`src/rtl/alu_cmd_queue.sv`:
```
// alu_cmd_queue: command FIFO in front of the ALU stage.
// Accepts {op, a, b} commands on a valid/ready handshake and rejects the ones
// the ALU cannot execute: illegal opcodes, and DIV with a zero divisor.
// Accepted commands are buffered and issued one per cycle from registered
// storage.
//
// Ports
//   clk, rst_n               clock, asynchronous active-low reset
//   in_valid/in_ready        upstream handshake; in_ready depends on state only
//   in_op/in_a/in_b          incoming command
//   out_valid/out_ready      ALU-side handshake; a pop happens on valid & ready
//   out_op/out_a/out_b       head entry; all zero while the queue is empty
//   level                    occupancy, 0..DEPTH
//   err_illegal/err_div0     one-cycle pulses, one per rejected command
//   drop_cnt                 saturating count of rejected commands
module alu_cmd_queue #(
    parameter int DEPTH  = 4,
    parameter int DATA_W = 4,
    parameter int OP_W   = 3,
    parameter int CNT_W  = 8
) (
    input  logic                       clk,
    input  logic                       rst_n,
    input  logic                       in_valid,
    output logic                       in_ready,
    input  logic [OP_W-1:0]            in_op,
    input  logic [DATA_W-1:0]          in_a,
    input  logic [DATA_W-1:0]          in_b,
    output logic                       out_valid,
    input  logic                       out_ready,
    output logic [OP_W-1:0]            out_op,
    output logic [DATA_W-1:0]          out_a,
    output logic [DATA_W-1:0]          out_b,
    output logic [$clog2(DEPTH):0]     level,
    output logic                       err_illegal,
    output logic                       err_div0,
    output logic [CNT_W-1:0]           drop_cnt
);

    localparam int PTR_W = $clog2(DEPTH);
    localparam int LVL_W = PTR_W + 1;
    localparam logic [LVL_W-1:0] FULL   = LVL_W'(DEPTH);
    localparam logic [OP_W-1:0]  OP_DIV = OP_W'(5);

    typedef struct packed {
        logic [OP_W-1:0]   op;
        logic [DATA_W-1:0] a;
        logic [DATA_W-1:0] b;
    } cmd_t;

    cmd_t             mem [DEPTH];
    cmd_t             head;
    logic [PTR_W-1:0] wr_ptr, rd_ptr;

    logic accept, op_illegal, op_div0, reject, store, pop;

    assign in_ready  = (level != FULL);
    assign out_valid = (level != '0);

    assign op_illegal = (in_op > OP_DIV);
    assign op_div0    = (in_op == OP_DIV) && (in_b == '0);

    assign accept = in_valid & in_ready;
    assign reject = accept & (op_illegal | op_div0);
    assign store  = accept & ~op_illegal & ~op_div0;
    assign pop    = out_valid & out_ready;

    // Storage is never reset; the empty-queue mask below keeps stale
    // entries off the outputs, so a reset still shows all-zero outputs.
    always_ff @(posedge clk) begin
        if (store)
            mem[wr_ptr] <= '{op: in_op, a: in_a, b: in_b};
    end

    assign head   = mem[rd_ptr];
    assign out_op = out_valid ? head.op : '0;
    assign out_a  = out_valid ? head.a  : '0;
    assign out_b  = out_valid ? head.b  : '0;

    always_ff @(posedge clk or negedge rst_n) begin
        if (!rst_n) begin
            wr_ptr      <= '0;
            rd_ptr      <= '0;
            level       <= '0;
            err_illegal <= 1'b0;
            err_div0    <= 1'b0;
            drop_cnt    <= '0;
        end else begin
            if (store) wr_ptr <= wr_ptr + PTR_W'(1);
            if (pop)   rd_ptr <= rd_ptr + PTR_W'(1);

            // A rejected command never touches level, so only the
            // stored/popped combination matters here.
            case ({store, pop})
                2'b10:   level <= level + LVL_W'(1);
                2'b01:   level <= level - LVL_W'(1);
                default: level <= level;
            endcase

            err_illegal <= accept & op_illegal;
            err_div0    <= accept & op_div0;

            if (reject && (drop_cnt != '1))
                drop_cnt <= drop_cnt + CNT_W'(1);
        end
    end

endmodule

```
`config.mk`:
```
export PLATFORM = sky130hd
export DESIGN_NAME = alu_cmd_queue
export DESIGN_NICKNAME = d
export VERILOG_FILES = /design/src/rtl/alu_cmd_queue.sv
export SDC_FILE = /design/constraint.sdc
export NUM_CORES = 1
export LEC_CHECK = 0
export CAP_MARGIN = 10
export CORE_MARGIN = 2
export CORE_UTILIZATION = 53
export DETAILED_ROUTE_END_ITERATION = 10
export PLACE_DENSITY = 0.77
export SYNTH_ARGS = -nofsm -noshare
export SYNTH_HDL_FRONTEND = slang
export SYNTH_SLANG_ARGS = --single-unit
```
`constraint.sdc`:
```
create_clock -name clk -period 3.12 [get_ports clk]
set_clock_uncertainty 0.05 [all_clocks]
set_input_delay 0.624 -clock clk [delete_from_list [all_inputs] [get_ports clk]]
set_output_delay 0.624 -clock clk [all_outputs]
set_load 0.005 [all_outputs]
```
==> metrics.md <==
| Metric | Value |
|---|---|
| Maxcap violations | `0` |
| Slew @ Worst Pin | `0.799 ns` |
| Routed len/inst | `17.2 µm` |
| Mean Syn Cell Area | `17.6 µm²` |
| Worst slew margin | `46.6%` |
| # hold bufs at CTS | `0` |
| Critical path fanouts, max | `13` |
| Number of global-route vias before repair | `1,553` |
| Ys async rst share | `27.9%` |
| Status | `complete, no violations` |
| Min-Delay Startpoint | `drop_cnt[7]` |
| YS warnings | `0` |
| Nets | `227` |
| Top Ports | `41` |
| Arrival time worst endpoint | `2.08 ns` |
| Reg-to-Reg Start | `level[0]` |
| Power per cell area | `871 nW/µm²` |
| Number of synthesized register bits | `61` |
| Total CTS buffers | `9` |
| Tightest Hold Check Type | `reg -> reg` |
| WL final | `4.76 mm` |
| Placer Congestion | `0.778` |
| Fmax | `363 MHz` |
| Clk buf depth | `2` |
| 1st-iter DRT viols | `121` |
| Critical Path RT | `2.45 ns` |
| DIE HEIGHT | `74.1 µm` |
| Main synth FF type | `edfxtp_1` |
| Syn Nets | `170` |
| CTS root buf | `clkbuf_8` |
| CTS tree | `built` |
| Sum of negative setup slack | `0 ns` |
| Row cnt | `25` |
| Lkg Pwr | `1.25 nW` |
| RSZ-0062 raised after global routing | `no` |
| Vias | `1,449` |
| Layout Cells excl Fill | `277` |
| EDFF count, synth | `44` |
| Largest net degree at the start of global routing | `18` |
| Hold Fails Final Rpt | `0` |
| Post-layout min period | `2.75 ns` |
| Total gr overflow | `0` |
| Clk_lat worst skew | `0.33 ns` |
| Antenna diodes | `0` |
| Initial antenna violation count | `0` |
| IO Port Bufs | `40` |
| # Post-CTS Setup Buffers | `0` |
| Sink Count | `61` |
| Gr usage total | `20.2%` |
| Tot Pwr | `2.90 mW` |
| Critical path launch point type | `flop` |
| Post-DP HPWL | `3.43 mm` |
| Post-DRT Antenna Nets | `0` |
| Total die area | `5490 µm²` |
| Worst-path clk slew | `0.06 ns` |
| First-pass GRT wire length | `7.80 mm` |
| Die X | `74.1 µm` |
| Slew Viols, Final | `0` |
| Post-CTS sizing | `0` |
| Vias/cell | `5.23` |
| Layout cells sized above 1 | `21.0%` |
| Mapped Cells | `148` |
| Crit share post-route | `88.2%` |
| Setup crit end kind | `output port` |
| First-pass DRT Iterations | `4` |
| H-tree depth | `3` |
| CP startpoint | `rd_ptr[0]` |
| Final Hold Slack | `0.440 ns` |
| Final setup viols | `0` |
| FF-to-FF setup slack | `0.71 ns` |
| Cells after DPL | `261` |
| Commonest non-fill, non-tap cell in the layout | `edfxtp_1` |
| Post-synth cell types | `32` |
| Commonest non-fill, non-tap cells in the layout | `44 x edfxtp_1, 40 x clkdlybuf4s50_1, 17 x and2_1, 17 x dfrtp_1, 11 x mux4_2` |
| Cell area after synthesis | `2600 µm²` |
| DR DRC count | `0` |
| Max IR drop VDD | `0.382 mV` |
| Core Area | `4720 µm²` |
| Initial core utilization | `55.1%` |
| WS Path Type | `reg -> out` |
| Post-synthesis sequential area ratio | `67.1%` |
| P&R area growth vs syn | `27.7%` |
==> through the flow <==
stage / instance area [µm²] / util [%] / worst slack [ns]
floorplan: 2600 / - / 0.689
global placement: 3140 / 66.5 / 0.152
detailed placement: 3140 / 66.5 / 0.0411
CTS: 3320 / 70.4 / 0.334
global route: 3320 / 70.4 / 0.269
finish: 3320 / 70.4 / 0.368
==> cell type report <==
class | instances | area [µm²]
Timing Repair Buffer | 50 | 475
Clock inverter | 5 | 51.3
Inverter | 6 | 22.5
Fill cell | 310 | 1400
Clock buffer | 11 | 131
Multi-Input combinational cell | 77 | 813
Sequential cell | 61 | 1750
Tap cell | 67 | 83.8
==> power breakdown <==
part           switching, mW  internal [mW]  leakage [nW]
registers              0.124           1.04         0.615
clock network          0.299          0.364        0.0907
logic                  0.412          0.652         0.540
==> critical path, cell delays in order (launching register included) <==
cell and delay (ns):
dfrtp_1 0.32, buf_4 0.25, mux4_2 0.54, and2_1 0.18, clkdlybuf4s50_1 0.44
==> kinds of logic (layout without fill, tap and decap cells) <==
kind of cell / Yosys count / after routing / synth area share [%]
xor+xnor: 13 / 13 / 4.37
compound gates: 4 / 4 / 1.78
flops: 61 / 61 / 67.1
fa+ha+maj: 7 / 7 / 3.65
buf+inv: 10 / 72 / 1.68
simple gates: 40 / 40 / 10.8
mux: 13 / 13 / 10.7
==> sequential cells by signal (all words and copies together), names as in the netlist <==
name and cells:
drop_cnt 8, err_div0 1, err_illegal 1, level 3
mem 44, rd_ptr 2, wr_ptr 2
==> layer usage <==
metal	track usage [%]	vias to the layer above	wire, µm
li1	-	669	-
met1	25.4	739	2000
met2	32.7	28	2460
met3	4.47	13	166
met4	11.7	0	132
met5	0	-	0
==> worst paths after layout <==
kind                                to  cells after the start
max                           out_b[3]                      4
min                        drop_cnt[7]                      1
max reg2reg                   level[2]                     10
min reg2reg                drop_cnt[7]                      1
max in group asynchronous  drop_cnt[1]                      1
min in group asynchronous     level[1]                      1
==> cells in the mapped netlist (2+ instances only) <==
master | instances | area (µm²)
ha_1 | 6 | 75.1
xor2_1 | 10 | 87.6
edfxtp_1 | 44 | 1320
nor3_1 | 2 | 10.0
mux4_2 | 11 | 248
inv_1 | 6 | 22.5
mux2_4 | 2 | 30.0
and2_1 | 17 | 106
buf_2 | 2 | 10.0
nor4b_2 | 2 | 30.0
nand2_1 | 5 | 18.8
nand3_1 | 2 | 10.0
dfrtp_1 | 17 | 425
xnor2_1 | 3 | 26.3
nor2_1 | 2 | 7.51
(Power assumes the default switching activity.)
==> variant (config.mk and constraints unchanged) <==
Register the output `level` once more, cleared by the reset; this adds one clock of latency there. The other outputs are not delayed to match.
--- a/src/rtl/alu_cmd_queue.sv
+++ b/src/rtl/alu_cmd_queue.sv
@@ -48,14 +48,16 @@
         logic [DATA_W-1:0] b;
     } cmd_t;
 
+    logic [$clog2(DEPTH):0] level_s0;
+
     cmd_t             mem [DEPTH];
     cmd_t             head;
     logic [PTR_W-1:0] wr_ptr, rd_ptr;
 
     logic accept, op_illegal, op_div0, reject, store, pop;
 
-    assign in_ready  = (level != FULL);
-    assign out_valid = (level != '0);
+    assign in_ready  = (level_s0 != FULL);
+    assign out_valid = (level_s0 != '0);
 
     assign op_illegal = (in_op > OP_DIV);
     assign op_div0    = (in_op == OP_DIV) && (in_b == '0);
@@ -81,7 +83,7 @@
         if (!rst_n) begin
             wr_ptr      <= '0;
             rd_ptr      <= '0;
-            level       <= '0;
+            level_s0    <= '0;
             err_illegal <= 1'b0;
             err_div0    <= 1'b0;
             drop_cnt    <= '0;
@@ -92,9 +94,9 @@
             // A rejected command never touches level, so only the
             // stored/popped combination matters here.
             case ({store, pop})
-                2'b10:   level <= level + LVL_W'(1);
-                2'b01:   level <= level - LVL_W'(1);
-                default: level <= level;
+                2'b10:   level_s0 <= level_s0 + LVL_W'(1);
+                2'b01:   level_s0 <= level_s0 - LVL_W'(1);
+                default: level_s0 <= level_s0;
             endcase
 
             err_illegal <= accept & op_illegal;
@@ -105,5 +107,13 @@
         end
     end
 
+    always_ff @(posedge clk or negedge rst_n) begin
+        if (!rst_n) begin
+            level <= '0;
+        end else begin
+            level <= level_s0;
+        end
+    end
+
 endmodule
 
Check against the original RTL: not equivalent (Yosys sat finds a counterexample within 4 cycles, from zero or initial values and one cycle with rst_n low).
==> variant against the unedited design <==
Via count is 0.76% lower; area after synthesis rose by 2.8%; cell area up 2.2%; worst hold slack got worse by 0.058 ns; final cell count decreased by 1.1%; setup slack gained 0.014 ns; largest cell class unchanged; routed wire length is 1.4% lower; total power rose by 5.9%; sequential cell count grew 3; largest power group unchanged; die area rose by 2.7%.
==> variant: results (changes against the unedited design) <==
metric	value	unit	change
cts-root-buf	clkbuf_8		
p_leak	1.28	nW	+2.8%
multi_input_area_share	0.235		-0.00973
diodes	0		unchanged
drive_gt1_frac	0.174		-0.0356
met1_usage	0.220		-0.0335
post_cts_buffers	0		unchanged
synth-edff-count	44		unchanged
use_met2	0.321		-0.00672
outcome	finished, final reports clean		
ir_worst_vdd	588	uV	+54%
rows	25		unchanged
cts_resized	0		unchanged
path_clk_slew	0.07	ns	
grt_max_degree	21		+3
wire_per_inst	17.1	um	-0.35%
seq_share	0.536		+0.0107
grt_antenna_before_repair	0		unchanged
synth_cell_types	35		+9.4%
buffers	45		-10%
dp_slack	0.0558	ns	+0.0147 ns
dp.cells	258		-1.1%
num-multi-input-gates	76		-1.3%
worst-endpoint-arrival	2.06	ns	-0.02 ns
synth.area.top_cells	edfxtp_1 49%, dfrtp_1 19%, mux4_2 9.3%		
yosysSeqAreaShare	0.680		+0.00954
htreeDepth	3		unchanged
flops_and_latches	64		+4.9%
clkCellAreaFrac	0.0689		+0.0139
hold_class	reg -> reg		
layout.nonclk_buf_frac	0.129		-0.0142
regArea	1820	um2	+4.3%
placed_area	3160	um2	+0.72%
clockBufferDepth	2		unchanged
viasPerCell	5.25		+0.33%
grt_pass1_wl	7470	um	-4.3%
async_flop_share	0.313		+0.0338
dp_hpwl	3130	um	-8.6%
top_regs	mem: 44 flops, drop_cnt: 8 flops		
netlist_top_cells_count	44 x edfxtp_1, 20 x dfrtp_1, 16 x and2_1, 11 x mux4_2, 9 x xor2_1		
grt.met3_usage	0.0442		-0.000539
dr.first_iter.drc_count	113		-6.6%
clkLatencyLatePin	0.34	ns	
avgSynthCellArea	17.7	um2	+0.79%
grtUsageTotal	0.191		-0.0112
antenna_left	0		unchanged
clkbuf_count	9		-2
firstDrtPassIters	4		unchanged
gp_congestion	0.781		+0.40%
nNetsFinal	224		-1.3%
yosysWarnings	0		unchanged
layout.cells.non_filler	274		-1.1%
nFillCells	326		+5.2%
port-buffer-count	40		unchanged
worst_pin_slew	0.872	ns	+0.0736 ns
syn_nets	173		+1.8%
grt_pass1_vias	1531		-1.4%
==> variant: cell types whose count changed after synthesis, moves of 2 or more <==
cell / delta
dfrtp_1: +3
and4bb_1: +2
buf_6: +2
nand2_1: -2
nor3_1: -2
==> variant: cells by family after synthesis <==
family,share of synthesized area
xor+xnor,0.0425
mux,0.106
compound gates,0.00934
fa+ha+maj,0.0355
flops,0.680
simple gates,0.105
buf+inv,0.0215
==> variant: worst max-delay path: stages, from the launching register on <==
cell,delay (ns)
dfrtp_1,0.32
buf_4,0.25
mux4_2,0.53
and2_1,0.18
clkdlybuf4s50_1,0.45
==> variant: path summary, 6_finish.rpt <==
| check | endpoint | slack (ns) | depth (start not counted) | from |
|---|---|---|---|---|
| min | level[1]$_DFF_PN0_ | 0.38 | 0 | level_s0[1]$_DFFE_PN0P_ |
| max in group asynchronous | drop_cnt[7]$_DFFE_PN0P_ | 1.75 | 1 | rst_n |
| max | out_op[1] | 0.38 | 4 | rd_ptr[0]$_DFFE_PN0P_ |
| min reg2reg | level[1]$_DFF_PN0_ | 0.38 | 0 | level_s0[1]$_DFFE_PN0P_ |
| max reg2reg | level_s0[2]$_DFFE_PN0P_ | 0.75 | 9 | level_s0[0]$_DFFE_PN0P_ |
| min in group asynchronous | level_s0[0]$_DFFE_PN0P_ | 0.73 | 1 | rst_n |
==> variant: routing by layer <==
layer	wire length [um]	vias up
li1	-	667
met4	128	0
met1	1950	725
met5	0	-
met2	2450	35
met3	163	11
==> variant: power breakdown <==
| group | total [mW] | switching (mW) | internal [mW] |
|---|---|---|---|
| registers | 1.24 | 0.130 | 1.10 |
| logic | 0.999 | 0.382 | 0.617 |
| clock network | 0.832 | 0.308 | 0.524 |
| total | 3.07 | 0.820 | 2.25 |
